### src/rtl/fast_sweep_sequencer_if.sv
// Settings-side control/status bundle for fast_sweep_sequencer.
// The master drives the configuration and strobes; the slave (sequencer) reports status.
interface fast_sweep_sequencer_if #(
  parameter int unsigned MAX_STEPS = 64,
  parameter int unsigned TICK_W    = 20
);
  localparam int unsigned SW = (MAX_STEPS > 1) ? $clog2(MAX_STEPS) : 1;
  localparam int unsigned NW = SW + 1;

  logic              start;
  logic              continuous;
  logic              abort;
  logic [NW-1:0]     num_steps;
  logic [TICK_W-1:0] settle_ticks;
  logic [TICK_W-1:0] record_ticks;
  logic              busy;
  logic [SW-1:0]     step_index;
  logic [15:0]       sweep_count;
  logic              lock_err;
  logic [7:0]        relock_cnt;
  logic [2:0]        state_dbg;

  modport master (
    output start, continuous, abort, num_steps, settle_ticks, record_ticks,
    input  busy, step_index, sweep_count, lock_err, relock_cnt, state_dbg
  );

  modport slave (
    input  start, continuous, abort, num_steps, settle_ticks, record_ticks,
    output busy, step_index, sweep_count, lock_err, relock_cnt, state_dbg
  );
endinterface

### src/rtl/fast_sweep_sequencer.sv
// Frequency-sweep sequencer: steps an external synthesizer and gates the fast-square
// RX datapath per step, with lock timeout/skip and re-record on lock loss.
module fast_sweep_sequencer #(
  parameter int unsigned MAX_STEPS    = 64,
  parameter int unsigned TICK_W       = 20,
  parameter int unsigned PULSE_TICKS  = 4,
  parameter int unsigned LOCK_TIMEOUT = 65535
) (
  input  logic                   clock,
  input  logic                   reset_n,
  fast_sweep_sequencer_if.slave  ctl,
  input  logic                   pll_locked,
  output logic                   freq_step_reset_out,
  output logic                   freq_step_out,
  output logic                   rx_reset,
  output logic                   rx_next,
  output logic                   rx_record
);
  localparam int unsigned SW = (MAX_STEPS > 1) ? $clog2(MAX_STEPS) : 1;
  localparam int unsigned NW = SW + 1;

  typedef enum logic [2:0] {
    IDLE      = 3'd0,
    RESET_SYN = 3'd1,
    WAIT_LOCK = 3'd2,
    SETTLE    = 3'd3,
    RECORD    = 3'd4,
    STEP      = 3'd5
  } state_t;

  state_t            state_q;
  logic              rst_meta_q, rst_n_s;
  logic              lock_meta_q, lock_s_q;
  logic [TICK_W-1:0] cnt_q, settle_q, rec_q;
  logic [SW-1:0]     last_q, step_q;
  logic [15:0]       sweep_q;
  logic [7:0]        relock_q;
  logic              lock_err_q, busy_q;
  logic              fsr_q, fso_q, rx_reset_q, rx_next_q, rx_record_q;

  logic [SW-1:0]     last_idx;
  logic              is_last, pulse_done, settle_done, rec_done, lock_to;

  // Reset asserts asynchronously but releases on a clock edge.
  always_ff @(posedge clock or negedge reset_n) begin
    if (!reset_n) begin
      rst_meta_q <= 1'b0;
      rst_n_s    <= 1'b0;
    end else begin
      rst_meta_q <= 1'b1;
      rst_n_s    <= rst_meta_q;
    end
  end

  always_ff @(posedge clock or negedge rst_n_s) begin
    if (!rst_n_s) begin
      lock_meta_q <= 1'b0;
      lock_s_q    <= 1'b0;
    end else begin
      lock_meta_q <= pll_locked;
      lock_s_q    <= lock_meta_q;
    end
  end

  always_comb begin
    last_idx = '0;
    if (ctl.num_steps == '0)
      last_idx = '0;
    else if (ctl.num_steps > NW'(MAX_STEPS))
      last_idx = SW'(MAX_STEPS - 1);
    else
      last_idx = SW'(ctl.num_steps - 1'b1);
  end

  assign is_last     = (step_q == last_q);
  assign pulse_done  = (cnt_q == TICK_W'(PULSE_TICKS - 1));
  assign settle_done = (settle_q == '0) || (cnt_q == settle_q - 1'b1);
  assign rec_done    = (cnt_q == rec_q - 1'b1);
  assign lock_to     = (cnt_q == TICK_W'(LOCK_TIMEOUT - 1));

  always_ff @(posedge clock or negedge rst_n_s) begin
    if (!rst_n_s) begin
      state_q     <= IDLE;
      cnt_q       <= '0;
      settle_q    <= '0;
      rec_q       <= TICK_W'(1);
      last_q      <= '0;
      step_q      <= '0;
      sweep_q     <= '0;
      relock_q    <= '0;
      lock_err_q  <= 1'b0;
      busy_q      <= 1'b0;
      fsr_q       <= 1'b0;
      fso_q       <= 1'b0;
      rx_reset_q  <= 1'b1;
      rx_next_q   <= 1'b0;
      rx_record_q <= 1'b0;
    end else begin
      rx_next_q <= 1'b0;
      if (ctl.abort) begin
        state_q     <= IDLE;
        cnt_q       <= '0;
        step_q      <= '0;
        busy_q      <= 1'b0;
        fsr_q       <= 1'b0;
        fso_q       <= 1'b0;
        rx_reset_q  <= 1'b1;
        rx_record_q <= 1'b0;
      end else begin
        case (state_q)
          IDLE: if (ctl.start) begin
            settle_q   <= ctl.settle_ticks;
            rec_q      <= (ctl.record_ticks == '0) ? TICK_W'(1) : ctl.record_ticks;
            last_q     <= last_idx;
            lock_err_q <= 1'b0;
            relock_q   <= '0;
            step_q     <= '0;
            cnt_q      <= '0;
            busy_q     <= 1'b1;
            fsr_q      <= 1'b1;
            state_q    <= RESET_SYN;
          end
          RESET_SYN: begin
            if (pulse_done) begin
              fsr_q      <= 1'b0;
              rx_reset_q <= 1'b0;
              cnt_q      <= '0;
              state_q    <= WAIT_LOCK;
            end else begin
              cnt_q <= cnt_q + 1'b1;
            end
          end
          WAIT_LOCK: begin
            if (lock_s_q) begin
              cnt_q   <= '0;
              state_q <= SETTLE;
            end else if (lock_to) begin
              // Skipped step still advances through STEP so the bin count stays aligned.
              lock_err_q <= 1'b1;
              rx_next_q  <= 1'b1;
              fso_q      <= !is_last;
              cnt_q      <= '0;
              state_q    <= STEP;
            end else begin
              cnt_q <= cnt_q + 1'b1;
            end
          end
          SETTLE: begin
            if (!lock_s_q) begin
              cnt_q   <= '0;
              state_q <= WAIT_LOCK;
            end else if (settle_done) begin
              cnt_q       <= '0;
              rx_record_q <= 1'b1;
              state_q     <= RECORD;
            end else begin
              cnt_q <= cnt_q + 1'b1;
            end
          end
          RECORD: begin
            if (!lock_s_q) begin
              rx_record_q <= 1'b0;
              if (relock_q != 8'hFF) relock_q <= relock_q + 8'd1;
              cnt_q   <= '0;
              state_q <= WAIT_LOCK;
            end else if (rec_done) begin
              rx_record_q <= 1'b0;
              rx_next_q   <= 1'b1;
              fso_q       <= !is_last;
              cnt_q       <= '0;
              state_q     <= STEP;
            end else begin
              cnt_q <= cnt_q + 1'b1;
            end
          end
          STEP: begin
            if (!is_last) begin
              if (pulse_done) begin
                fso_q   <= 1'b0;
                step_q  <= step_q + 1'b1;
                cnt_q   <= '0;
                state_q <= WAIT_LOCK;
              end else begin
                cnt_q <= cnt_q + 1'b1;
              end
            end else begin
              sweep_q    <= sweep_q + 16'd1;
              cnt_q      <= '0;
              rx_reset_q <= 1'b1;
              if (ctl.continuous) begin
                step_q  <= '0;
                fsr_q   <= 1'b1;
                state_q <= RESET_SYN;
              end else begin
                busy_q  <= 1'b0;
                state_q <= IDLE;
              end
            end
          end
          default: begin
            state_q    <= IDLE;
            busy_q     <= 1'b0;
            rx_reset_q <= 1'b1;
          end
        endcase
      end
    end
  end

  assign freq_step_reset_out = fsr_q;
  assign freq_step_out       = fso_q;
  assign rx_reset            = rx_reset_q;
  assign rx_next             = rx_next_q;
  assign rx_record           = rx_record_q;
  assign ctl.busy            = busy_q;
  assign ctl.step_index      = step_q;
  assign ctl.sweep_count     = sweep_q;
  assign ctl.lock_err        = lock_err_q;
  assign ctl.relock_cnt      = relock_q;
  assign ctl.state_dbg       = state_q;
endmodule
### src/flat_wrapper.sv
// flat-port wrapper written by rule: the top's interface ports become plain ports
module fast_sweep_sequencer_flat 
#(
  parameter int unsigned MAX_STEPS    = 64,
  parameter int unsigned TICK_W       = 20,
  parameter int unsigned PULSE_TICKS  = 4,
  parameter int unsigned LOCK_TIMEOUT = 65535
)
  (clock, reset_n, pll_locked, freq_step_reset_out, freq_step_out, rx_reset, rx_next, rx_record, ctl_start, ctl_continuous, ctl_abort, ctl_num_steps, ctl_settle_ticks, ctl_record_ticks, ctl_busy, ctl_step_index, ctl_sweep_count, ctl_lock_err, ctl_relock_cnt, ctl_state_dbg);
  fast_sweep_sequencer_if #(.MAX_STEPS(MAX_STEPS), .TICK_W(TICK_W)) ctl_i ();
  input  logic clock;
  input  logic reset_n;
  input  logic pll_locked;
  output logic freq_step_reset_out;
  output logic freq_step_out;
  output logic rx_reset;
  output logic rx_next;
  output logic rx_record;
  input wire logic [$bits(ctl_i.start)-1:0] ctl_start;
  input wire logic [$bits(ctl_i.continuous)-1:0] ctl_continuous;
  input wire logic [$bits(ctl_i.abort)-1:0] ctl_abort;
  input wire logic [$bits(ctl_i.num_steps)-1:0] ctl_num_steps;
  input wire logic [$bits(ctl_i.settle_ticks)-1:0] ctl_settle_ticks;
  input wire logic [$bits(ctl_i.record_ticks)-1:0] ctl_record_ticks;
  output wire logic [$bits(ctl_i.busy)-1:0] ctl_busy;
  output wire logic [$bits(ctl_i.step_index)-1:0] ctl_step_index;
  output wire logic [$bits(ctl_i.sweep_count)-1:0] ctl_sweep_count;
  output wire logic [$bits(ctl_i.lock_err)-1:0] ctl_lock_err;
  output wire logic [$bits(ctl_i.relock_cnt)-1:0] ctl_relock_cnt;
  output wire logic [$bits(ctl_i.state_dbg)-1:0] ctl_state_dbg;
  assign ctl_i.start = ctl_start;
  assign ctl_i.continuous = ctl_continuous;
  assign ctl_i.abort = ctl_abort;
  assign ctl_i.num_steps = ctl_num_steps;
  assign ctl_i.settle_ticks = ctl_settle_ticks;
  assign ctl_i.record_ticks = ctl_record_ticks;
  assign ctl_busy = ctl_i.busy;
  assign ctl_step_index = ctl_i.step_index;
  assign ctl_sweep_count = ctl_i.sweep_count;
  assign ctl_lock_err = ctl_i.lock_err;
  assign ctl_relock_cnt = ctl_i.relock_cnt;
  assign ctl_state_dbg = ctl_i.state_dbg;
  fast_sweep_sequencer #(.MAX_STEPS(MAX_STEPS), .TICK_W(TICK_W), .PULSE_TICKS(PULSE_TICKS), .LOCK_TIMEOUT(LOCK_TIMEOUT)) u_core (.clock(clock), .reset_n(reset_n), .ctl(ctl_i), .pll_locked(pll_locked), .freq_step_reset_out(freq_step_reset_out), .freq_step_out(freq_step_out), .rx_reset(rx_reset), .rx_next(rx_next), .rx_record(rx_record));
endmodule
### config.mk
export PLATFORM = sky130hd
export DESIGN_NAME = fast_sweep_sequencer_flat
export DESIGN_NICKNAME = d
export VERILOG_FILES = /design/src/rtl/fast_sweep_sequencer_if.sv /design/src/rtl/fast_sweep_sequencer.sv /design/src/flat_wrapper.sv
export SDC_FILE = /design/constraint.sdc
export NUM_CORES = 1
export LEC_CHECK = 0
export BUFFER_PORTS_ARGS = -buffer_cell sky130_fd_sc_hd__buf_2
export CAP_MARGIN = 20
export CORE_UTILIZATION = 26
export CTS_CLUSTER_SIZE = 30
export DETAILED_ROUTE_END_ITERATION = 8
export PLACE_DENSITY_LB_ADDON = 0.05
export SETUP_SLACK_MARGIN = 0.3
export SYNTH_ARGS = -nofsm -noshare
export SYNTH_HDL_FRONTEND = slang
export SYNTH_SLANG_ARGS = --single-unit
export TNS_END_PERCENT = 10
### constraint.sdc
create_clock -name clock -period 3.2 [get_ports clock]
set_input_delay 0.48 -clock clock [delete_from_list [all_inputs] [get_ports clock]]
set_output_delay 0.48 -clock clock [all_outputs]
set_load 0.01 [all_outputs]
==> reports/summary.txt <==
Status = finished with violations
Violated checks = negative setup slack
Io pins = 93
Final std cell area, no fill = 0.00926 mm2
CTS Sinks = 110
Drc violations = 0
Synth warnings = 0
Fin crit period = 3210 ps
Vias in the first global route = 6,780
Die ar. = 0.0287 mm2
Cell variety after synth = 85
Die Wd = 169 um
Clk pin slew, worst setup/hold paths = 80 ps
CTS Buf Count = 9
Dpl cell area = 0.00866 mm2
Commonest non-fill, non-tap cell in the layout = nand2_1
Initial antenna violation count = 0
Leakage = 4.18 nW
Post-DP HPWL = 16,800 um
Syn-to-layout area delta = 27.1%
Clk_skew = 11.2 ps
Routed vias/inst = 4.79
Fmax = 312 MHz
Initial core utilization = 26.7%
Crit-path cells = buf_6, or4_4, buf_6, nor4_2, xnor2_1, nand2_1, or4_4, nor4_4, buf_4, buf_6, o21ai_2, or3b_4, a21oi_2
H-tree levels = 3
Cell count after synthesis = 886
Setup_tns = -9.67 ps
Final Cycle Share = 100%
PwrDens = 733 mW/mm2
Grt ovf = 0
Mapped Area = 0.00729 mm2
PnR worst setup slack = -9.67 ps
Final wirelength = 22,300 um
CP dominant cell by count = buf_6
Max-slew violations = 0
CTS Root Cell = clkbuf_16
First-pass GRT wire length = 36,500 um
Core footprint = 0.0273 mm2
Routed Antenna Nets = 0
Most frequent cells in the layout = nand2_1 (196), dfrtp_1 (107), buf_2 (92)
Routed len/inst = 15.9 um
Worst vdd ir = 302 uV
Top FF cell, synth = dfrtp_1
Seq cells post-synth = 110
Vias = 6,719
CP top delay family = simple AND/OR/NAND/NOR gates
Final hold viol count = 0
CP max stage delay = 500 ps
Max-cap violations = 0
Worst-Margin Slew = 778 ps
Final Setup Violations = 1
Largest net degree at the start of global routing = 56
GRT Util Overall = 16.2%
CP Buf/Inv Count = 4
Initial DRC count = 283
Number of diodes = 0
Worst EP required = 3490 ps
Die height = 169 um
RSZ-0062 raised after global routing = yes
Critical Path Slowest Stage Cell = or4_4
Async SR Flop Fraction = 100%
IO Port Bufs = 92
Share of cells above drive strength 1 = 25.3%
TritonCTS clock tree = done
Max-slew headroom = 48.1%
Synth Area per Inst = 8.23 um2
EDFF count, synth = 0
Startpoint Class = register
Critical Path Sink Type = register
Gpl congestion = 0.832
Row count = 60
Sequential area share after synthesis = 37.8%
Synth Net Count = 949
Hold Path Class = input pin to register
Max FO, Critical Path = 5
Clk buf depth = 2
Pre-Repair DR Iteration Count = 4
Final nets = 1,089
Crit path kind = register to register
Util after Layout = 34.0%
Worst skew pair latency = 370 ps
CP arrival = 3500 ps
## flip-flops by register name (all words and copies together), names as in the netlist, 3 cells and up
name	cells
u_core.ctl.step_index	6
u_core.cnt_q	20
u_core.ctl.relock_cnt	8
u_core.settle_q	20
u_core.rec_q	20
u_core.ctl.sweep_count	16
u_core.last_q	6
u_core.ctl.state_dbg	3
## cell families after synthesis
family	Yosys count	synth area share [%]
adder cells (fa/ha/maj)	11	1.85
AND/OR/NAND/NOR	453	30.7
buffers and inverters	77	4.60
AO/OA/AOI/OAI	148	14.6
flip-flops	110	37.8
XOR/XNOR	81	9.73
multiplexers	5	0.721
other	1	0.0514
## layer usage
metal	up-vias	wire length, um	GRT usage (%)
li1	3397	-	-
met1	3209	11200	22.6
met2	98	10300	26.0
met3	15	603	2.50
met4	0	276	3.92
met5	-	0	0
## repair_timing
action,4_1_cts,5_1_grt
setup endpoints to repair,25,30
gates cloned,0,1
hold buffers,1,0
buffers inserted,8,1
pin swaps,45,6
hold endpoints to repair,2,0
resized for setup,39,14
## worst reg2reg max path: cells and delay by family (launching register included)
family / cells / cell delay (ps)
simple gates: 6 / 1870
buf+inv: 4 / 560
flops: 1 / 390
compound gates: 2 / 190
xor+xnor: 1 / 150
## cell usage after synthesis, types with 6 or more instances
cell | number | area share (%)
and3_1 | 8 | 0.69
clkbuf_1 | 48 | 2.5
xnor2_1 | 51 | 6.1
nand3_1 | 29 | 2.0
o221ai_1 | 14 | 1.7
inv_1 | 16 | 0.82
nor4_1 | 21 | 1.8
ha_1 | 10 | 1.7
nand2b_1 | 9 | 0.77
nand4_1 | 19 | 1.6
or4_1 | 6 | 0.62
nor3_1 | 32 | 2.2
and2_1 | 12 | 1.0
nand2_1 | 196 | 10
o211ai_1 | 11 | 1.1
nor2b_1 | 13 | 1.1
o31ai_1 | 7 | 0.72
o21ai_0 | 31 | 2.1
nor2_1 | 64 | 3.3
dfrtp_1 | 108 | 37
a21oi_1 | 23 | 1.6
or3_1 | 6 | 0.51
xor2_1 | 30 | 3.6
## metrics by stage
step           hold WS, ps  total power, mW  setup WS (ps)  cells
2_1_floorplan          184             4.12            138    886
4_1_cts                238             6.79          -28.6   1401
5_1_grt                231             7.35           -152   1403
3_3_place_gp           267             5.42           -277   1376
6_report               247             6.79          -9.67   1403
3_5_place_dp           269             5.39           -322   1376
## worst paths after layout
path	from	end	slack, ps	depth (start not counted)
setup / recovery	u_core.rec_q[1]	u_core.freq_step_out	-10	13
hold / removal	pll_locked	u_core.lock_meta_q	250	1
setup reg to reg	u_core.rec_q[1]	u_core.freq_step_out	-10	13
hold reg to reg	u_core.rst_meta_q	u_core.rst_n_s	350	0
max in group asynchronous	u_core.rst_n_s	u_core.rx_reset	2040	1
min in group asynchronous	reset_n	u_core.rst_n_s	420	2
## layout make-up
type / count / area, um2
sequential: 110 / 2760
inverter: 16 / 60.1
clock inverter: 5 / 41.3
multi-input combinational: 699 / 4400
timing repair buffer: 190 / 1310
tap: 372 / 465
clock buffer: 11 / 233
fill: 2927 / 18000
## power by group
| part | internal, mW | total, mW | switching (mW) |
|---|---|---|---|
| registers | 1.72 | 2.11 | 0.392 |
| clock network | 0.540 | 1.12 | 0.579 |
| logic | 1.65 | 3.56 | 1.91 |
| total | 3.91 | 6.79 | 2.88 |
No activity file was read; power rests on OpenSTA's default activity.
